**src/rtl/gng_pkg.sv**
```systemverilog
// Shared constants and FSM encoding for the multi-cycle GNG datapath stages.
package gng_pkg;

  localparam int GNG_WIDTH      = 16;
  localparam int GNG_SCALE_FRAC = 15;

  // Common state encoding for iterative GNG stages
  typedef enum logic [1:0] {
    GNG_IDLE = 2'd0,
    GNG_MUL  = 2'd1,
    GNG_DONE = 2'd2
  } gng_state_e;

endpackage

```
**src/rtl/noise_round_sat.sv**
```systemverilog
// Combinational back end of the scale multiplier: round-half-up, drop the
// fractional bits, clamp to WIDTH bits and suppress negative zero.
module noise_round_sat
  import gng_pkg::*;
#(
  parameter int WIDTH = GNG_WIDTH,
  parameter int FRAC  = GNG_SCALE_FRAC
) (
  input  logic [2*WIDTH:0]  acc,
  input  logic              sign_in,
  output logic [WIDTH-1:0]  product,
  output logic              sat,
  output logic              sign
);

  localparam int AW = 2*WIDTH + 1;
  // Half an LSB of the result, added before truncation
  localparam logic [AW-1:0] HALF = AW'(1) << (FRAC - 1);

  logic [AW-1:0] rounded;
  logic [AW-1:0] shifted;

  // Round, shift, saturate; the accumulator never exceeds (2^W-1)^2 so the
  // extra top bit leaves room for the rounding add without wrapping.
  always_comb begin
    rounded = acc + HALF;
    shifted = rounded >> FRAC;
    if (|shifted[AW-1:WIDTH]) begin
      product = '1;
      sat     = 1'b1;
    end else begin
      product = shifted[WIDTH-1:0];
      sat     = 1'b0;
    end
    sign = sign_in & (|product);
  end

endmodule

```
**src/rtl/noise_scale_mult.sv**
```systemverilog
// Sequential shift-add multiplier: product = round_sat((mag*scale) >> FRAC).
// One partial product per cycle, WIDTH cycles per sample, valid/ready both sides.
module noise_scale_mult
  import gng_pkg::*;
#(
  parameter int WIDTH = GNG_WIDTH,
  parameter int FRAC  = GNG_SCALE_FRAC
) (
  input  logic             clk,
  input  logic             rst,
  input  logic             in_valid,
  output logic             in_ready,
  input  logic [WIDTH-1:0] mag,
  input  logic             sign_in,
  input  logic [WIDTH-1:0] scale,
  output logic [WIDTH-1:0] product,
  output logic             sign,
  output logic             sat,
  output logic             out_valid,
  input  logic             out_ready
);

  localparam int AW = 2*WIDTH + 1;
  localparam int CW = (WIDTH > 1) ? $clog2(WIDTH) : 1;

  gng_state_e       state_q, state_d;
  logic [CW-1:0]    cnt_q, cnt_d;
  logic [AW-1:0]    acc_q, acc_d;
  logic [WIDTH-1:0] mag_q, mag_d;
  logic [WIDTH-1:0] scale_q, scale_d;
  logic             sgn_q, sgn_d;
  logic [WIDTH-1:0] product_q, product_d;
  logic             sign_q, sign_d;
  logic             sat_q, sat_d;
  logic             out_valid_q, out_valid_d;

  logic             accept;
  logic             last_iter;
  logic [AW-1:0]    partial;
  logic [AW-1:0]    acc_step;
  logic [WIDTH-1:0] rs_product;
  logic             rs_sat;
  logic             rs_sign;

  // A new sample can enter when idle or when the held result leaves this edge
  assign in_ready  = (state_q == GNG_IDLE) || ((state_q == GNG_DONE) && out_ready);
  assign accept    = in_valid && in_ready;
  assign last_iter = (cnt_q == CW'(WIDTH - 1));

  // Shifted partial product and this cycle's accumulator update
  always_comb begin
    partial  = {{(WIDTH+1){1'b0}}, mag_q} << cnt_q;
    acc_step = scale_q[cnt_q] ? (acc_q + partial) : acc_q;
  end

  // The final edge's add feeds straight into rounding, so no extra cycle
  noise_round_sat #(
    .WIDTH (WIDTH),
    .FRAC  (FRAC)
  ) u_round_sat (
    .acc     (acc_step),
    .sign_in (sgn_q),
    .product (rs_product),
    .sat     (rs_sat),
    .sign    (rs_sign)
  );

  // Next-state, datapath and output-register logic
  always_comb begin
    state_d     = state_q;
    cnt_d       = cnt_q;
    acc_d       = acc_q;
    mag_d       = mag_q;
    scale_d     = scale_q;
    sgn_d       = sgn_q;
    product_d   = product_q;
    sign_d      = sign_q;
    sat_d       = sat_q;
    out_valid_d = out_valid_q;

    case (state_q)
      GNG_IDLE: begin
        if (accept) state_d = GNG_MUL;
      end
      GNG_MUL: begin
        acc_d = acc_step;
        cnt_d = cnt_q + CW'(1);
        if (last_iter) begin
          cnt_d       = '0;
          product_d   = rs_product;
          sign_d      = rs_sign;
          sat_d       = rs_sat;
          out_valid_d = 1'b1;
          state_d     = GNG_DONE;
        end
      end
      GNG_DONE: begin
        if (out_ready) begin
          out_valid_d = 1'b0;
          state_d     = accept ? GNG_MUL : GNG_IDLE;
        end
      end
      default: state_d = GNG_IDLE;
    endcase

    // Accept only happens in IDLE or DONE, so this never collides with MUL
    if (accept) begin
      mag_d   = mag;
      scale_d = scale;
      sgn_d   = sign_in;
      acc_d   = '0;
      cnt_d   = '0;
    end
  end

  // State and datapath registers
  always_ff @(posedge clk or negedge rst) begin
    if (!rst) begin
      state_q     <= GNG_IDLE;
      cnt_q       <= '0;
      acc_q       <= '0;
      mag_q       <= '0;
      scale_q     <= '0;
      sgn_q       <= 1'b0;
      product_q   <= '0;
      sign_q      <= 1'b0;
      sat_q       <= 1'b0;
      out_valid_q <= 1'b0;
    end else begin
      state_q     <= state_d;
      cnt_q       <= cnt_d;
      acc_q       <= acc_d;
      mag_q       <= mag_d;
      scale_q     <= scale_d;
      sgn_q       <= sgn_d;
      product_q   <= product_d;
      sign_q      <= sign_d;
      sat_q       <= sat_d;
      out_valid_q <= out_valid_d;
    end
  end

  assign product   = product_q;
  assign sign      = sign_q;
  assign sat       = sat_q;
  assign out_valid = out_valid_q;

endmodule

```
**config.mk**
```make
export PLATFORM = sky130hd
export DESIGN_NAME = noise_scale_mult
export DESIGN_NICKNAME = d
export VERILOG_FILES = /design/src/rtl/gng_pkg.sv /design/src/rtl/noise_round_sat.sv /design/src/rtl/noise_scale_mult.sv
export SDC_FILE = /design/constraint.sdc
export NUM_CORES = 1
export LEC_CHECK = 0
export ABC_AREA = 1
export BUFFER_PORTS_ARGS = -buffer_cell sky130_fd_sc_hd__buf_2
export CAP_MARGIN = 0
export CORE_UTILIZATION = 67
export CTS_BUF_LIST = sky130_fd_sc_hd__clkbuf_16
export DETAILED_ROUTE_END_ITERATION = 7
export PLACE_DENSITY_LB_ADDON = 0.08
export SYNTH_ARGS = -nofsm -noshare
export SYNTH_HDL_FRONTEND = slang
export SYNTH_HIERARCHICAL = 1
export SYNTH_SLANG_ARGS = --single-unit
```
**constraint.sdc**
```tcl
create_clock -name clk -period 8 [get_ports clk]
set_clock_uncertainty 0.2 [all_clocks]
set_input_delay 0.8 -clock clk [delete_from_list [all_inputs] [get_ports clk]]
set_output_delay 0.8 -clock clk [all_outputs]
set_load 0.05 [all_outputs]
```
==> results of run 1 <==
cells in the final DEF (no fill, tap or decap), drive strengths merged, types with 12 or more instances in the layout:
cell type and count:
a21oi 18, buf 60, dfrtp 91, ha 33
inv 185, mux2 18, nand2 580, nand3 84
nor2 102, o21ai 66, xnor2 12
sequential cells by signal, summed over array words and instances, names as in the netlist:
signal	count
out_valid	1
mag_q	16
cnt_q	4
product	16
sign	1
state_q	2
sgn_q	1
acc_q	33
scale_q	16
sat	1
stage by stage:
step,util,instances,instance area (um2),setup slack (ns)
detailed placement,0.715,1469,8200,2.40
floorplan,-,1304,7900,3.65
finish,0.741,1485,8490,2.32
global placement,0.715,1469,8200,2.59
global route,0.741,1485,8490,1.59
CTS,0.741,1485,8490,2.38
layer usage:
layer,GRT usage,up-vias
li1,-,4102
met3,0.0488,62
met1,0.452,3609
met5,0,-
met4,0.145,0
met2,0.576,230
worst min-delay path by stage:
stage                            startpoint                      end  slack, ns  depth (start not counted)
CTS                                     rst    acc_q[31]$_DFFE_PN0P_       0.17                          1
finish                                  rst    acc_q[31]$_DFFE_PN0P_       0.16                          1
detailed placement  scale_q[10]$_DFFE_PN0P_  scale_q[10]$_DFFE_PN0P_       0.27                          2
global placement    scale_q[10]$_DFFE_PN0P_  scale_q[10]$_DFFE_PN0P_       0.27                          2
floorplan            scale_q[0]$_DFFE_PN0P_   scale_q[0]$_DFFE_PN0P_       0.25                          2
global route                            rst    acc_q[31]$_DFFE_PN0P_       0.19                          1
worst reg2reg max path: cells and delay by family (launching register included):
family                   cells  cell delay, ns
AO/OA/AOI/OAI                3            0.82
XOR/XNOR                     1            0.11
adder cells (fa/ha/maj)      2            0.67
buffers and inverters        4            0.52
flip-flops                   1            0.93
multiplexers                 2            0.37
AND/OR/NAND/NOR             18            1.93
final cells by class:
type                    instances  area [um2]  area share
repair buffers                 60         313      0.0368
well taps                     143         179      0.0211
multi-input cells             993        4750       0.559
inverters                     182         683      0.0804
clock inverters                 7        68.8     0.00810
flip-flops and latches         91        2280       0.268
clock buffers                   9         225      0.0265
==> qor.tcl, run 1 <==
set qor(first_global_vias) 7379
set qor(critPathCaptureType) {register}
set qor(clock_path_buffers) 2
set qor(status) {finished, final reports clean}
set qor(fp.dieArea_um2) 12200
set qor(remaining_drc_errors) 0
set qor(die-height_um) 111
set qor(finalWeightedCongestion) 0.974
set qor(finalNetCount) 1408
set qor(critical_path_cell_count) 30
set qor(initial_core_util) 0.689
set qor(coreArea_um2) 11500
set qor(synth.net_count) 1375
set qor(clock-root-buffer) {clkbuf_16}
set qor(grt_setup_unrepaired) {false}
set qor(setup.worst_path.class) {reg2reg}
set qor(cp_peak_stage_delay_ns) 0.93
set qor(maxCapViolations) 0
set qor(flow.area_growth_from_synthesis_pct) 7.56
set qor(maximum_frequency_from_static_timing_analysis_mhz) 176
set qor(ioPinCount) 57
set qor(worstSetupStartpointType) {register}
set qor(regToRegStartpoint) {cnt_q[0]$_DFFE_PN0P_}
set qor(tightest_slew_ns) 0.957
set qor(initialDrtViolationCount) 671
set qor(post_drt_wl_per_cell_um) 13.5
set qor(synthesis.instances) 1304
set qor(filler_cell_count) 1001
set qor(totalNegativeSetupSlack_ns) 0
set qor(path_buf_inv) 4
set qor(grt_max_degree) 64
set qor(worst_ep_required_time_ns) 8.03
set qor(min-delay-path-class) {in2async}
set qor(path_delay_family) {simple AND/OR/NAND/NOR gates}
set qor(cts_tree) {done}
set qor(vias_per_cell) 5.39
set qor(io_buffer_count) 56
set qor(r2r_end) {sign$_DFFE_PN0P_}
set qor(dpl.hpwl_um) 15300
set qor(max_slew_margin) 0.360
set qor(num_antenna_cells) 0
set qor(tritoncts.num_buffers) 9
set qor(cts_hold_buf) 0
set qor(standard_cell_rows) 39
set qor(worstRegToRegCells) 30
set qor(number_of_nets_with_antenna_violations_after_detailed_routing) 0
set qor(maxUsedRoutingLayer) {met4}
set qor(final_wirelength_um) 20100
set qor(post_synth.cell_area_avg_um2) 6.06
set qor(ctsResizeCount) 0
set qor(clkLatencyLatePin_ns) 0.36
set qor(share_of_post_route_cells_with_drive_strength_above_1) 0.0857
set qor(ratio_of_final_minimum_period_to_clock_period) 0.710
set qor(die_w_um) 111
set qor(global_route.usage.total) 0.346
set qor(cts.htree.levels) 3
set qor(m1WireLength_um) 8890
set qor(slowest_stage) {dfrtp_1}
set qor(post-cts-setup-buffers) 0
set qor(critPathMostFrequentCell) {nand2_1}
set qor(synth.yosys.warnings) 6
set qor(grt_overflow_total) 0
set qor(firstDrtPassIters) 5
set qor(report.final.hold_viol_count) 0
set qor(report.final.setup_viol) 0
set qor(wl_met2_um) 9360
set qor(crit_path_start) {cnt_q[0]$_DFFE_PN0P_}
set qor(reg2reg_slack_ns) 2.32
set qor(path_clk_slew_ns) 0.07
set qor(wire_length_of_the_first_global_routing_pass_um) 34200
set qor(antenna_violations_before_repair) 0
set qor(post_synth_instance_area_um2) 7900
set qor(critPathArrivalTime_ns) 5.71
set qor(period_minus_slack_ns) 5.68
set qor(worstPathMaxFanout) 33
set qor(pins_over_their_slew_limit) 0
set qor(routed-via-count) 8003
set qor(setup.worst_path.end) {sign$_DFFE_PN0P_}
set qor(routed-wl-met3_um) 1140
set qor(holdWs_ns) 0.156
set qor(clock_sink_count) 91
Power of run 1 is not shown: default switching activity piles up to over one toggle a cycle in this logic, so the estimate is an artifact.
==> inputs of run 2 (changes only) <==
- CORE_UTILIZATION: 67 -> 62
- clock period: 8 -> 5.25 ns (I/O delays scaled with it)
==> run 2 against run 1 <==
  * Non-clock buffer count grew 6
  * First-iteration DRC count shrank 3.3%
  * Register-to-register slack lost 1.9 ns
  * Critical endpoint unchanged
  * The flow now finishes with violations (negative hold slack)
==> qor.tcl, run 2 (same netlist as run 1, synthesis figures left out) <==
set qor(tritoncts.num_buffers) 9 ;# unchanged
set qor(holdWs_ns) -0.00108 ;# -0.157 ns
set qor(die_w_um) 115 ;# +3.9%
set qor(firstDrtPassIters) 5 ;# unchanged
set qor(first_global_vias) 7255 ;# -1.7%
set qor(worstRegToRegCells) 26 ;# -13%
set qor(clock_path_buffers) 2 ;# unchanged
set qor(critPathArrivalTime_ns) 4.83 ;# -0.88 ns
set qor(clkLatencyLatePin_ns) 0.36 ;# about the same
set qor(global_route.usage.total) 0.333 ;# -0.0130
set qor(grt.met2_usage) 0.563 ;# -0.0125
set qor(status) {complete, but fails checks}
set qor(period_minus_slack_ns) 4.79 ;# -0.893 ns
set qor(clock_sink_count) 91 ;# unchanged
set qor(dpl.hpwl_um) 15900 ;# +3.9%
set qor(finalNetCount) 1414 ;# +0.43%
set qor(grt_overflow_total) 0 ;# unchanged
set qor(pins_over_their_slew_limit) 0 ;# unchanged
set qor(flow.area_growth_from_synthesis_pct) 8.51
set qor(largest_register_ffs) 33 ;# unchanged
set qor(placed_area_um2) 8280 ;# +0.93%
set qor(die-height_um) 115 ;# +3.9%
set qor(layout.cells.most_common) {nand2_1}
set qor(grt_util_met3) 0.0390 ;# -0.00984
set qor(maxCapViolations) 0 ;# unchanged
set qor(standard_cell_rows) 40 ;# +2.6%
set qor(fp.dieArea_um2) 13200 ;# +7.9%
set qor(finalWeightedCongestion) 0.981 ;# +0.74%
set qor(critPathMostFrequentCell) {nand2_1}
set qor(report.final.hold_viol_count) 1 ;# +1
set qor(cts.htree.levels) 3 ;# unchanged
set qor(ioPinCount) 57 ;# unchanged
set qor(antenna_violations_before_repair) 0 ;# unchanged
set qor(clock-root-buffer) {clkbuf_16}
set qor(number_of_nets_with_antenna_violations_after_detailed_routing) 0 ;# unchanged
set qor(vias_per_cell) 5.29 ;# -1.9%
set qor(report.final.setup_viol) 0 ;# unchanged
set qor(share_of_post_route_cells_with_drive_strength_above_1) 0.0927 ;# +0.00704
set qor(path_clk_slew_ns) 0.08 ;# about the same
set qor(worstSetupStartpointType) {register}
set qor(grt_max_degree) 51 ;# -20%
set qor(routed-via-count) 8017 ;# +0.17%
set qor(largest_register) {acc_q}
set qor(final_core_utilization) 0.702 ;# -0.0390
set qor(post_drt_wl_per_cell_um) 13.9 ;# +2.5%
set qor(maximum_frequency_from_static_timing_analysis_mhz) 209 ;# +19%
set qor(setup.worst_path.class) {reg2reg}
set qor(worstPathMaxFanout) 15 ;# -55%
set qor(cts_tree) {done}
set qor(initial_core_util) 0.647 ;# -0.0420
set qor(max_slew_margin) 0.363 ;# +0.00252
set qor(remaining_drc_errors) 0 ;# unchanged
set qor(most-common-layout-cells) {577 x nand2_1, 178 x inv_1, 94 x nor2_1}
set qor(io_buffer_count) 56 ;# unchanged
set qor(coreArea_um2) 12200 ;# +6.5%
set qor(min-delay-path-class) {in2async}
set qor(wire_length_of_the_first_global_routing_pass_um) 34200 ;# -0.10%
set qor(gr-usage-met1) 0.434 ;# -0.0177
set qor(ratio_of_final_minimum_period_to_clock_period) 0.912 ;# +0.202
set qor(violations) {negative hold slack}
set qor(filler_cell_count) 1193 ;# +19%
set qor(initialDrtViolationCount) 649 ;# -3.3%
set qor(tightest_slew_ns) 0.953 ;# -0.00377 ns
set qor(cp_peak_stage_delay_ns) 0.39 ;# -0.54 ns
set qor(final_cell_area_um2) 8570 ;# +0.88%
set qor(slowest_stage) {dfrtp_1}
set qor(grt_setup_unrepaired) {false}
set qor(totalNegativeSetupSlack_ns) 0 ;# unchanged
set qor(final_wirelength_um) 21000 ;# +4.7%
set qor(worst_ep_required_time_ns) 5.29 ;# -2.74 ns
set qor(critPathCaptureType) {register}
set qor(global_route.peak_usage_layer) {met2}
set qor(num_antenna_cells) 0 ;# unchanged
run 2: changes by cell type in the layout (fill, tap and decap cells not counted), sizes merged:
| cell | previous run | this run |
|---|---|---|
| buf | 60 | 66 |
| bufinv | 1 | 0 |
| clkinv | 0 | 4 |
| clkinvlp | 3 | 0 |
run 2: timing repair:
| item | in CTS | in global routing |
|---|---|---|
| buffers inserted | 0 | 0 |
| endpoints found under the hold margin | 0 | 0 |
| setup endpoints to repair | 0 | 17 |
| hold buffers | 0 | 0 |
| gates resized for setup | 0 | 9 |
run 2: area by class of cell:
type                    instances  area, um2  share of cell area
multi-input cells             993       4760               0.555
flip-flops and latches         91       2280               0.266
inverters                     182        686              0.0800
repair buffers                 66        358              0.0418
clock buffers                   9        225              0.0263
well taps                     168        210              0.0245
clock inverters                 7       51.3             0.00599
run 2: per-stage QoR:
step / std cells / worst slack, ns
finish: 1516 / 0.462
global route: 1516 / 0.0173
CTS: 1516 / 0.373
detailed placement: 1500 / 0.395
global placement: 1500 / 0.494
floorplan: 1304 / 0.897
run 2: final timing paths:
path | startpoint | to | slack (ns)
setup / recovery | cnt_q[1]$_DFFE_PN0P_ | sign$_DFFE_PN0P_ | 0.46
hold / removal | rst | acc_q[28]$_DFFE_PN0P_ | -0.001
setup reg to reg | cnt_q[1]$_DFFE_PN0P_ | sign$_DFFE_PN0P_ | 0.46
hold reg to reg | scale_q[15]$_DFFE_PN0P_ | scale_q[15]$_DFFE_PN0P_ | 0.29
max in group asynchronous | rst | cnt_q[0]$_DFFE_PN0P_ | 3.82
min in group clk | out_ready | state_q[1]$_DFFE_PN0P_ | 0.15
run 2: critical path: cells and delay by family (launching register included):
kind / cells / cell delay, ns
buffers and inverters: 2 / 0.37
adders and majority gates: 1 / 0.38
muxes: 1 / 0.25
AOI/OAI and AO/OA: 3 / 0.77
and+or+nand+nor: 19 / 2.29
DFF: 1 / 0.39
run 2: per-layer routing:
metal / wire (um) / vias up
li1: - / 4121
met1: 9450 / 3598
met2: 9820 / 256
met3: 1090 / 42
met4: 659 / 0
met5: 0 / -
Power of run 2 is left out for the same reason.
==> inputs of run 3 (changes only) <==
- ABC_AREA: 1 -> not set
==> run 3 against run 2 <==
  * The flow finishes with violations (negative setup slack)
  * Sequential share of layout area down 2.2 points
  * Register-to-register slack worse by 0.56 ns
  * Final area up 9.2%
  * Maximum frequency is 10% lower
  * Wire length rose by 2.1%
  * Largest cell class unchanged
  * Final cell count down 23%
  * Flip-flop and latch count is the same
==> qor.tcl, run 3 <==
set qor(finalWorstSetupSlack_ns) -0.0954 ;# -0.557 ns
set qor(final_core_utilization) 0.859 ;# +0.157
set qor(worst_ep_required_time_ns) 5.30 ;# about the same
set qor(post_drt_wl_per_cell_um) 18.3 ;# +32%
set qor(routed-via-count) 7212 ;# -10%
set qor(pins_over_their_slew_limit) 0 ;# unchanged
set qor(post_synth.cell_area_avg_um2) 8.28 ;# +37%
set qor(synth.net_count) 915 ;# -33%
set qor(most-common-layout-cells) {168 x nand2_1, 159 x buf_4, 89 x dfrtp_1}
set qor(grt_max_degree) 61 ;# +20%
set qor(worstRegToRegCells) 24 ;# -7.7%
set qor(report.final.hold_viol_count) 0 ;# -1
set qor(num_antenna_cells) 0 ;# unchanged
set qor(remaining_drc_errors) 0 ;# unchanged
set qor(clock_sink_count) 91 ;# unchanged
set qor(share_of_post_route_cells_with_drive_strength_above_1) 0.379 ;# +0.286
set qor(global_route.usage.total) 0.355 ;# +0.0214
set qor(slowest_stage) {or4_4}
set qor(regToRegStartpoint) {cnt_q[0]$_DFFE_PN0P_}
set qor(antenna_violations_before_repair) 0 ;# unchanged
set qor(layout.cells.most_common) {nand2_1}
set qor(finalWeightedCongestion) 0.975 ;# -0.64%
set qor(final_wirelength_um) 21500 ;# +2.1%
set qor(flow.area_growth_from_synthesis_pct) 33.8
set qor(period_minus_slack_ns) 5.35 ;# +0.557 ns
set qor(dpl.hpwl_um) 14600 ;# -8.4%
set qor(firstDrtPassIters) 5 ;# unchanged
set qor(tightest_slew_ns) 1.29 ;# +0.341 ns
set qor(worstSetupStartpointType) {register}
set qor(critPathArrivalTime_ns) 5.39 ;# +0.56 ns
set qor(finalNetCount) 1100 ;# -22%
set qor(timing.critical_path.cells) {buf_4 > mux4_2 > nand2_1 > nand2_1 > nor2_1 > a21oi_2 > ha_4 > buf_4 > nand2_1 > buf_4 > buf_4 > nor4_2 > a221o_1 > o21ai_2 > buf_4 > nand3_1 > a31o_1 > nand3_2 > or4_4 > nor2_4 > o211ai_1 > o31a_1 > o31a_1 > mux2_2}
set qor(crit_path_start) {cnt_q[0]$_DFFE_PN0P_}
set qor(ratio_of_final_minimum_period_to_clock_period) 1.02 ;# +0.106
set qor(post_synth_instance_area_um2) 6990 ;# -11%
set qor(report.final.setup_viol) 11 ;# +11
set qor(maximum_frequency_from_static_timing_analysis_mhz) 187 ;# -10%
set qor(path_buf_inv) 5 ;# +3
set qor(die_w_um) 108 ;# -5.8%
set qor(reg2reg_slack_ns) -0.1 ;# -0.56 ns
set qor(initial_core_util) 0.642 ;# -0.00470
set qor(largest_register) {acc_q}
set qor(cts_tree) {done}
set qor(first_global_vias) 6800 ;# -6.3%
set qor(placed_area_um2) 8200 ;# -0.91%
set qor(standard_cell_rows) 38 ;# -5.0%
set qor(worstPathMaxFanout) 5 ;# -10
set qor(ioPinCount) 57 ;# unchanged
set qor(critPathMostFrequentCell) {buf_4}
set qor(maxCapViolations) 0 ;# unchanged
set qor(totalNegativeSetupSlack_ns) -0.306 ;# -0.306 ns
set qor(setup.worst_path.class) {reg2reg}
set qor(initialDrtViolationCount) 748 ;# +15%
set qor(max_slew_margin) 0.137 ;# -0.226
set qor(clock-root-buffer) {clkbuf_16}
set qor(vias_per_cell) 6.14 ;# +16%
set qor(number_of_nets_with_antenna_violations_after_detailed_routing) 0 ;# unchanged
set qor(violations) {negative setup slack}
set qor(coreArea_um2) 10900 ;# -11%
set qor(clkLatencyLatePin_ns) 0.36 ;# about the same
set qor(cp_peak_stage_delay_ns) 0.60 ;# +0.21 ns
set qor(path_delay_family) {simple AND/OR/NAND/NOR gates}
set qor(final_cell_area_um2) 9350 ;# +9.2%
set qor(synthesis.instances) 844 ;# -35%
set qor(io_buffer_count) 56 ;# unchanged
set qor(wire_length_of_the_first_global_routing_pass_um) 32400 ;# -5.3%
set qor(critical_path_cell_count) 24 ;# -7.7%
set qor(filler_cell_count) 606 ;# -49%
set qor(grt_setup_unrepaired) {true}
set qor(largest_register_ffs) 33 ;# unchanged
set qor(tritoncts.num_buffers) 9 ;# unchanged
set qor(cts.htree.levels) 3 ;# unchanged
set qor(die-height_um) 108 ;# -5.8%
set qor(status) {complete, but fails checks}
set qor(min-delay-path-class) {in2reg}
set qor(path_clk_slew_ns) 0.07 ;# about the same
set qor(pre_cts_slack_ns) -0.437 ;# -0.832 ns
set qor(grt_overflow_total) 0 ;# unchanged
set qor(critPathCaptureType) {register}
set qor(clock_path_buffers) 2 ;# unchanged
set qor(fp.dieArea_um2) 11700 ;# -11%
set qor(setup.worst_path.end) {sign$_DFFE_PN0P_}
set qor(r2r_end) {sign$_DFFE_PN0P_}
set qor(synth.yosys.warnings) 6 ;# unchanged
## run 3: worst min-delay path by stage
stage | cells after the start | to | startpoint | slack [ns]
2_1_floorplan | 0 | acc_q[0]$_DFFE_PN0P_ | rst | 0.03
3_3_place_gp | 2 | scale_q[8]$_DFFE_PN0P_ | scale_q[8]$_DFFE_PN0P_ | 0.25
5_1_grt | 2 | state_q[1]$_DFFE_PN0P_ | out_ready | 0.16
4_1_cts | 2 | state_q[1]$_DFFE_PN0P_ | out_ready | 0.15
3_5_place_dp | 1 | out_valid$_DFFE_PN0P_ | out_valid$_DFFE_PN0P_ | 0.26
6_report | 2 | state_q[1]$_DFFE_PN0P_ | out_ready | 0.15
## run 3: worst reg2reg max path, delay by kind of cell, from the launching register on
family,cells,cell delay (ns)
adder cells (fa/ha/maj),1,0.31
AO/OA/AOI/OAI,7,1.11
buffers and inverters,5,0.75
multiplexers,2,0.78
AND/OR/NAND/NOR,9,1.62
flip-flops,1,0.47
## run 3: metal layers
layer | part of all wire | track usage
met1 | 0.42 | 0.465
met2 | 0.50 | 0.601
met3 | 0.057 | 0.0428
met4 | 0.023 | 0.131
met5 | 0 | 0
## run 3: area by class of cell
type	instances	area, um2	share of cell area
clock buffer	9	225	0.0241
clock inverter	7	42.5	0.00455
inverter	33	128	0.0136
multi-input combinational	672	4940	0.528
sequential	91	2280	0.244
tap	140	175	0.0187
timing repair buffer	222	1570	0.167
## run 3: what timing repair did
action | in CTS | in global routing
gates resized for setup | 45 | 92
setup buffers | 10 | 25
hold buffers | 1 | 0
endpoints found under the setup margin | 18 | 18
endpoints found under the hold margin | 28 | 0
pin swaps | 14 | 54
## run 3: through the flow
step	instances	hold WS, ns
2_1_floorplan	844	0.0294
3_3_place_gp	1122	0.254
3_5_place_dp	1122	0.261
4_1_cts	1149	0.150
5_1_grt	1174	0.157
6_report	1174	0.148
Power of run 3 is left out for the same reason.
